File: config.mk
export PLATFORM = sky130hd
export DESIGN_NAME = lighthouse_sample_arbiter
export DESIGN_NICKNAME = d
export VERILOG_FILES = /design/src/rtl/lighthouse_sample_arbiter_pkg.sv /design/src/rtl/lighthouse_sample_arbiter_fifo.sv /design/src/rtl/lighthouse_sample_arbiter.sv
export SDC_FILE = /design/constraint.sdc
export NUM_CORES = 1
export LEC_CHECK = 0
export ABC_CLOCK_PERIOD_IN_PS = 11350
export CORE_MARGIN = 1
export CORE_UTILIZATION = 50
export DETAILED_ROUTE_END_ITERATION = 10
export GPL_TIMING_DRIVEN = 0
export PLACE_DENSITY_LB_ADDON = 0.12
export SLEW_MARGIN = 20
export SYNTH_ARGS = -nofsm -noshare
export SYNTH_HDL_FRONTEND = slang
export SYNTH_SLANG_ARGS = --single-unit
File: constraint.sdc
create_clock -name clock -period 11.35 [get_ports clock]
set_clock_uncertainty 0.1 [all_clocks]
set_input_delay 1.135 -clock clock [delete_from_list [all_inputs] [get_ports clock]]
set_output_delay 1.135 -clock clock [all_outputs]
set_load 0.01 [all_outputs]
File: src/rtl/lighthouse_sample_arbiter_pkg.sv
// Shared constants for the lighthouse sample arbiter: register map, status
// layout and FIFO entry format.
package lighthouse_sample_arbiter_pkg;

  localparam int MAX_SENSORS = 16;
  localparam int ID_W        = 4;
  localparam int DATA_W      = 32;
  localparam int ENTRY_W     = ID_W + DATA_W;

  localparam logic [2:0] ADDR_DATA    = 3'd0;
  localparam logic [2:0] ADDR_HEAD_ID = 3'd1;
  localparam logic [2:0] ADDR_STATUS  = 3'd2;
  localparam logic [2:0] ADDR_MASK    = 3'd3;
  localparam logic [2:0] ADDR_CTRL    = 3'd4;

  localparam logic [31:0] DEAD_BEEF = 32'hDEAD_BEEF;

  localparam int ST_EMPTY_BIT     = 13;
  localparam int ST_FULL_BIT      = 14;
  localparam int ST_UNDERFLOW_BIT = 15;
  localparam int ST_OVERRUN_LSB   = 16;

  localparam int CTRL_FLUSH_BIT = 0;
  localparam int CTRL_CLEAR_BIT = 1;

  function automatic logic [31:0] pack_status(input logic [MAX_SENSORS-1:0] overrun,
                                              input logic underflow,
                                              input logic full,
                                              input logic empty,
                                              input logic [7:0] count);
    logic [31:0] s;
    s = '0;
    s[7:0] = count;
    s[ST_EMPTY_BIT] = empty;
    s[ST_FULL_BIT] = full;
    s[ST_UNDERFLOW_BIT] = underflow;
    s[ST_OVERRUN_LSB +: MAX_SENSORS] = overrun;
    return s;
  endfunction

endpackage

File: src/rtl/lighthouse_sample_arbiter_fifo.sv
// Synchronous FIFO of {id,data} entries with flush; pop and push together
// while full is legal and keeps the count unchanged.
module lighthouse_sample_fifo
  import lighthouse_sample_arbiter_pkg::*;
#(
  parameter int DEPTH = 16,
  parameter int WIDTH = ENTRY_W,
  parameter int CNT_W = $clog2(DEPTH) + 1
) (
  input  logic             clock,
  input  logic             reset,
  input  logic             push,
  input  logic             pop,
  input  logic             flush,
  input  logic [WIDTH-1:0] push_data,
  output logic [WIDTH-1:0] head,
  output logic             full,
  output logic             empty,
  output logic [CNT_W-1:0] count
);

  localparam int PTR_W = $clog2(DEPTH);

  logic [WIDTH-1:0] mem [DEPTH];
  logic [PTR_W-1:0] rd_ptr;
  logic [PTR_W-1:0] wr_ptr;
  logic             do_pop;
  logic             do_push;

  assign full    = (count == CNT_W'(DEPTH));
  assign empty   = (count == '0);
  assign do_pop  = pop && !empty;
  assign do_push = push && (!full || do_pop);
  assign head    = mem[rd_ptr];

  always_ff @(posedge clock) begin
    if (reset || flush) begin
      rd_ptr <= '0;
      wr_ptr <= '0;
      count  <= '0;
    end else begin
      if (do_push) wr_ptr <= wr_ptr + 1'b1;
      if (do_pop) rd_ptr <= rd_ptr + 1'b1;
      case ({do_push, do_pop})
        2'b10:   count <= count + 1'b1;
        2'b01:   count <= count - 1'b1;
        default: count <= count;
      endcase
    end
  end

  always_ff @(posedge clock) begin
    if (do_push && !flush) mem[wr_ptr] <= push_data;
  end

endmodule

File: src/rtl/lighthouse_sample_arbiter.sv
// Captures sensor update pulses, round-robin arbitrates one per clock into a
// sample FIFO, and exposes the FIFO plus status/control over Avalon-MM.
module lighthouse_sample_arbiter
  import lighthouse_sample_arbiter_pkg::*;
#(
  parameter int NUM_SENSORS = 9,
  parameter int FIFO_DEPTH  = 16,
  parameter int CNT_W       = $clog2(FIFO_DEPTH) + 1
) (
  input  logic                          clock,
  input  logic                          reset,
  input  logic [2:0]                    address,
  input  logic                          write,
  input  logic [31:0]                   writedata,
  input  logic                          read,
  output logic [31:0]                   readdata,
  output logic                          waitrequest,
  input  logic [NUM_SENSORS*DATA_W-1:0] sensor_data_i,
  input  logic [NUM_SENSORS-1:0]        sensor_valid_i
);

  localparam logic [MAX_SENSORS-1:0] RESET_MASK = MAX_SENSORS'((1 << NUM_SENSORS) - 1);
  localparam logic [ID_W-1:0]        LAST_INIT  = ID_W'(NUM_SENSORS - 1);

  logic [MAX_SENSORS-1:0] mask;
  logic [NUM_SENSORS-1:0] pending;
  logic [NUM_SENSORS-1:0] overrun;
  logic [NUM_SENSORS-1:0] capture;
  logic [DATA_W-1:0]      pending_data [NUM_SENSORS];
  logic                   underflow;
  logic [ID_W-1:0]        last_grant;
  logic [ID_W-1:0]        grant_idx;
  logic                   grant_any;
  logic                   grant_fire;
  logic                   mask_wr;
  logic                   ctrl_wr;
  logic                   flush;
  logic                   clear_flags;
  logic                   data_rd;
  logic                   pop;
  logic                   can_push;
  logic [ENTRY_W-1:0]     fifo_head;
  logic                   fifo_full;
  logic                   fifo_empty;
  logic [CNT_W-1:0]       fifo_count;
  logic [MAX_SENSORS-1:0] overrun_ext;
  logic [7:0]             count8;
  logic                   unused_wdata;

  assign waitrequest  = 1'b0;
  assign unused_wdata = ^writedata[31:16];

  assign mask_wr     = write && (address == ADDR_MASK);
  assign ctrl_wr     = write && (address == ADDR_CTRL);
  assign flush       = ctrl_wr && writedata[CTRL_FLUSH_BIT];
  assign clear_flags = ctrl_wr && writedata[CTRL_CLEAR_BIT];
  assign data_rd     = read && (address == ADDR_DATA);
  assign pop         = data_rd && !fifo_empty;
  assign can_push    = !fifo_full || pop;
  // A flush drops anything pushed that cycle, so hold the grant and keep the sample pending.
  assign grant_fire  = grant_any && can_push && !flush;
  assign capture     = sensor_valid_i & mask[NUM_SENSORS-1:0];

  always_comb begin
    int idx;
    idx       = 0;
    grant_any = 1'b0;
    grant_idx = '0;
    for (int k = 1; k <= NUM_SENSORS; k++) begin
      idx = (int'(last_grant) + k) % NUM_SENSORS;
      if (!grant_any && pending[idx]) begin
        grant_any = 1'b1;
        grant_idx = ID_W'(idx);
      end
    end
  end

  always_ff @(posedge clock) begin
    if (reset) begin
      pending    <= '0;
      overrun    <= '0;
      underflow  <= 1'b0;
      mask       <= RESET_MASK;
      last_grant <= LAST_INIT;
    end else begin
      if (clear_flags) begin
        overrun   <= '0;
        underflow <= 1'b0;
      end
      if (data_rd && fifo_empty) underflow <= 1'b1;
      if (grant_fire) last_grant <= grant_idx;
      for (int i = 0; i < NUM_SENSORS; i++) begin
        if (grant_fire && grant_idx == ID_W'(i)) pending[i] <= 1'b0;
        // New data arriving on the granted sensor simply re-arms it; not an overrun.
        if (capture[i]) begin
          pending[i] <= 1'b1;
          if (pending[i] && !(grant_fire && grant_idx == ID_W'(i))) overrun[i] <= 1'b1;
        end
        if (mask_wr && !writedata[i]) pending[i] <= 1'b0;
      end
      if (mask_wr) mask <= writedata[MAX_SENSORS-1:0];
    end
  end

  always_ff @(posedge clock) begin
    for (int i = 0; i < NUM_SENSORS; i++) begin
      if (capture[i]) pending_data[i] <= sensor_data_i[DATA_W*i +: DATA_W];
    end
  end

  lighthouse_sample_fifo #(
    .DEPTH (FIFO_DEPTH),
    .WIDTH (ENTRY_W),
    .CNT_W (CNT_W)
  ) u_fifo (
    .clock     (clock),
    .reset     (reset),
    .push      (grant_fire),
    .pop       (pop),
    .flush     (flush),
    .push_data ({grant_idx, pending_data[grant_idx]}),
    .head      (fifo_head),
    .full      (fifo_full),
    .empty     (fifo_empty),
    .count     (fifo_count)
  );

  always_comb begin
    overrun_ext = '0;
    overrun_ext[NUM_SENSORS-1:0] = overrun;
    count8 = 8'(fifo_count);
  end

  always_comb begin
    readdata = DEAD_BEEF;
    case (address)
      ADDR_DATA:    readdata = fifo_empty ? DEAD_BEEF : fifo_head[DATA_W-1:0];
      ADDR_HEAD_ID: readdata = fifo_empty ? '0 : {{(DATA_W-ID_W){1'b0}}, fifo_head[ENTRY_W-1:DATA_W]};
      ADDR_STATUS:  readdata = pack_status(overrun_ext, underflow, fifo_full, fifo_empty, count8);
      ADDR_MASK:    readdata = {16'b0, mask};
      ADDR_CTRL:    readdata = '0;
      default:      readdata = DEAD_BEEF;
    endcase
  end

endmodule

==> results.cfg <==
[detailed_routing]
drtPass1Iterations = 5
drc_errors = 0
antenna_left = 0
wire_per_inst_um = 30.74
num_vias = 26987
vias_per_cell = 6.282
dr.first_iter.drc_count = 3330
drt-total-wl_um = 132000

[global_route]
met1_usage_pct = 42.97
grt_pass1_vias = 26736
grt_overflow = 0
grt_busiest_layer = met2
grt.total_usage_pct = 31.32
use_met2_pct = 51.28
grt_use_met3_pct = 5.850
antenna_found_initial = 16
grt_pass1_wl_um = 189300
grt_max_degree = 31

[synth]
synthCells = 2633
synth_nets = 3032
seq_area_frac_synth_pct = 65.14
ys_ff_latch = 920
synthTopCellsByArea = edfxtp_1 62%, mux4_2 9.8%, mux2i_1 4.6%
ys.flop_type = edfxtp_1
synth_top_area_share_pct = 62.45
avgSynthCellArea_sq_um = 15.78
synth-edff-count = 864
synth_cell_types = 111
synth_top_cell_by_area = edfxtp_1
async_reset_ff_share_pct = 0
yosysWarnings = 0
synth_area_sq_mm = 0.04155

[hold_path]
min_path_cells = 2
whs_endpoint = mask[13]$_SDFFE_PP0P_
hold_path_class = flip-flop to flip-flop
min_from = mask[13]$_SDFFE_PP0P_

[setup_path]
crit_path_start_kind = flip-flop
crit_slowest_cell = nor2_1
cp-end-kind = flip-flop
worst_r2r_endpoint = u_fifo.mem[13][29]$_DFFE_PP_
r2r_slack_ns = 0.41
r2r-start = last_grant[0]$_SDFFE_PP0P_
critical_path_required_ns = 11.59
cp_max_fo = 23
slowest_delay_ns = 0.78
worstRegToRegCells = 33
crit_type = flip-flop to flip-flop
critPathArrivalTime_ns = 11.18

[cts]
clockBufferDepth = 3
clkTransAtPathRegs_ns = 0.07
hold_buffers = 0
cts_tree = yes
cts_buffers = 92
clock_latency_ns = 0.66
clock-sinks = 920
cts-root-buf = clkbuf_16
cts-htree-levels = 3

[layout]
fillers = 5981
fin_util_pct = 61.69
drive_gt1_share_pct = 17.73
area_growth_pct = 21.91
fin_cells = 4296
multi_input_area_sq_mm = 0.01364
final_nets = 3539
seq_area_sq_mm = 0.02707

[die]
fp.dieH_um = 290.3
io_pins = 369
rows = 105
fp.dieArea_sq_mm = 0.08425
initial_utilization_pct = 50.60
core_sq_mm = 0.08211
die_w_um = 290.3

[placed_design]
dp_hpwl_um = 98020
place_ws_ns = -1.913
place_congestion = 0.9432
dp.cells = 4114
portBuffers = 349

[timing]
layout_setup_ws_ns = 0.4102
maxSlewHeadroom_pct = 28.46
fmax_mhz = 91.41
finalCriticalPeriod_ns = 10.94
post-route-period-util_pct = 96.39
finalHoldViolCount = 0
setup_viol = 0
worst_pin_slew_ns = 1.065
slew_violations = 0
hold_slack_ns = 0.3607

[flow_run]
drv_cap = 0

[run_status]
status = completed
[worst max-delay path by stage]
stage	depth (start not counted)	slack, ns	startpoint	end
2_1_floorplan	33	1.18	last_grant[0]$_SDFFE_PP0P_	u_fifo.mem[3][0]$_DFFE_PP_
3_3_place_gp	33	-6.11	last_grant[0]$_SDFFE_PP0P_	u_fifo.mem[3][31]$_DFFE_PP_
3_5_place_dp	34	-1.91	last_grant[0]$_SDFFE_PP0P_	u_fifo.mem[5][17]$_DFFE_PP_
4_1_cts	36	0.02	last_grant[0]$_SDFFE_PP0P_	u_fifo.mem[8][2]$_DFFE_PP_
5_1_grt	33	-0.0005	last_grant[0]$_SDFFE_PP0P_	u_fifo.mem[0][28]$_DFFE_PP_
6_report	33	0.41	last_grant[0]$_SDFFE_PP0P_	u_fifo.mem[13][29]$_DFFE_PP_
[routing by layer]
layer / wire length (um) / up-vias
met4: 3343 / 4
met5: 23 / -
met3: 10960 / 206
li1: - / 11532
met1: 53260 / 13843
met2: 64460 / 1402
[cells by family after synthesis]
group | after synthesis | synth area share, %
xor gates and xnor gates | 40 | 0.9787
adders and majority gates | 63 | 1.915
and+or+nand+nor | 518 | 6.180
AOI/OAI and AO/OA | 472 | 8.206
other | 1 | 0.009026
muxes | 398 | 15.12
DFF | 920 | 65.14
buffers and inverters | 221 | 2.442
[stage by stage]
stage          setup TNS (ns)  instance area (sq um)
3_5_place_dp         -1490.87                  47600
5_1_grt            -0.0005054                  50650
4_1_cts                     0                  50560
3_3_place_gp         -3421.20                  46380
6_report                    0                  50650
2_1_floorplan               0                  41550
[cell usage after synthesis, types with 6 or more instances]
master	instances
edfxtp_1	864
mux2i_1	189
mux4_2	181
nand2_1	151
nor2_1	131
o21ai_0	101
clkbuf_1	78
a21oi_1	72
ha_1	62
inv_1	60
dfxtp_1	56
nand3_1	44
a211oi_1	29
mux2_2	28
nor2b_1	28
nor3_1	28
buf_2	25
buf_1	24
xnor2_1	24
a211o_1	23
nand2b_1	23
o21ai_1	23
a221o_1	22
a21o_1	20
buf_4	17
o21a_1	17
and2_1	15
o211ai_1	14
nand4_1	13
buf_6	12
nor4_1	12
a31oi_1	11
or2_2	10
xor2_1	10
o31ai_1	9
or3_1	9
a32oi_1	8
and3_1	8
o311ai_0	8
a2111oi_0	6
nand3b_1	6
nor3b_1	6
o221ai_1	6
[placed cells by master (no fill, tap or decap), types with 13 or more instances in the layout]
master	count
buf_4	41
nor2_1	119
dfxtp_1	55
o21ai_0	100
a21oi_1	72
clkbuf_16	93
nand2_1	151
xnor2_1	24
ha_1	61
edfxtp_1	864
nor2_4	13
inv_1	53
mux2i_1	185
nand4_1	13
o21a_1	17
a21o_1	20
o211ai_1	14
clkdlybuf4s50_1	349
mux2_2	28
buf_2	28
a211oi_1	29
nand2b_1	23
clkbuf_1	98
a211o_1	21
a221o_1	15
o21ai_1	24
buf_6	15
clkinv_1	17
nor3_1	23
nor2b_1	27
nand3_1	44
buf_12	15
mux4_2	181
buf_16	21
buf_1	17
[layout make-up]
class / instances / area share [%]
multi-input combinational: 1492 / 26.94
buffer: 155 / 1.546
sequential: 920 / 53.44
inverter: 65 / 0.4891
timing repair buffer: 414 / 9.112
antenna: 12 / 0.05928
clock inverter: 45 / 0.8769
tap: 1070 / 2.643
clock buffer: 123 / 4.898
[timing repair]
item / in CTS / in global routing
setup buffers: 0 / 3
endpoints found under the setup margin: 1165 / 843
gates resized for setup: 10 / 16
[flip-flops by register name, summed over array words and instances (netlist names), named ones only]
name           flops
u_fifo.count       5
pending            9
mask              16
u_fifo.mem       576
underflow          1
last_grant         4
u_fifo.rd_ptr      4
overrun            9
u_fifo.wr_ptr      4
pending_data     288
[worst max-delay path, delay by kind of cell, from the launching register on]
kind | cells | cell delay (ns)
fa+ha+maj | 3 | 1.15
simple gates | 9 | 2.86
compound gates | 7 | 1.76
buf+inv | 13 | 3.85
flops | 1 | 0.56
xor+xnor | 1 | 0.24
Power is left out: the tool's default activity adds up to more than one toggle a clock period on the data nets, which glitch-free logic cannot reach.
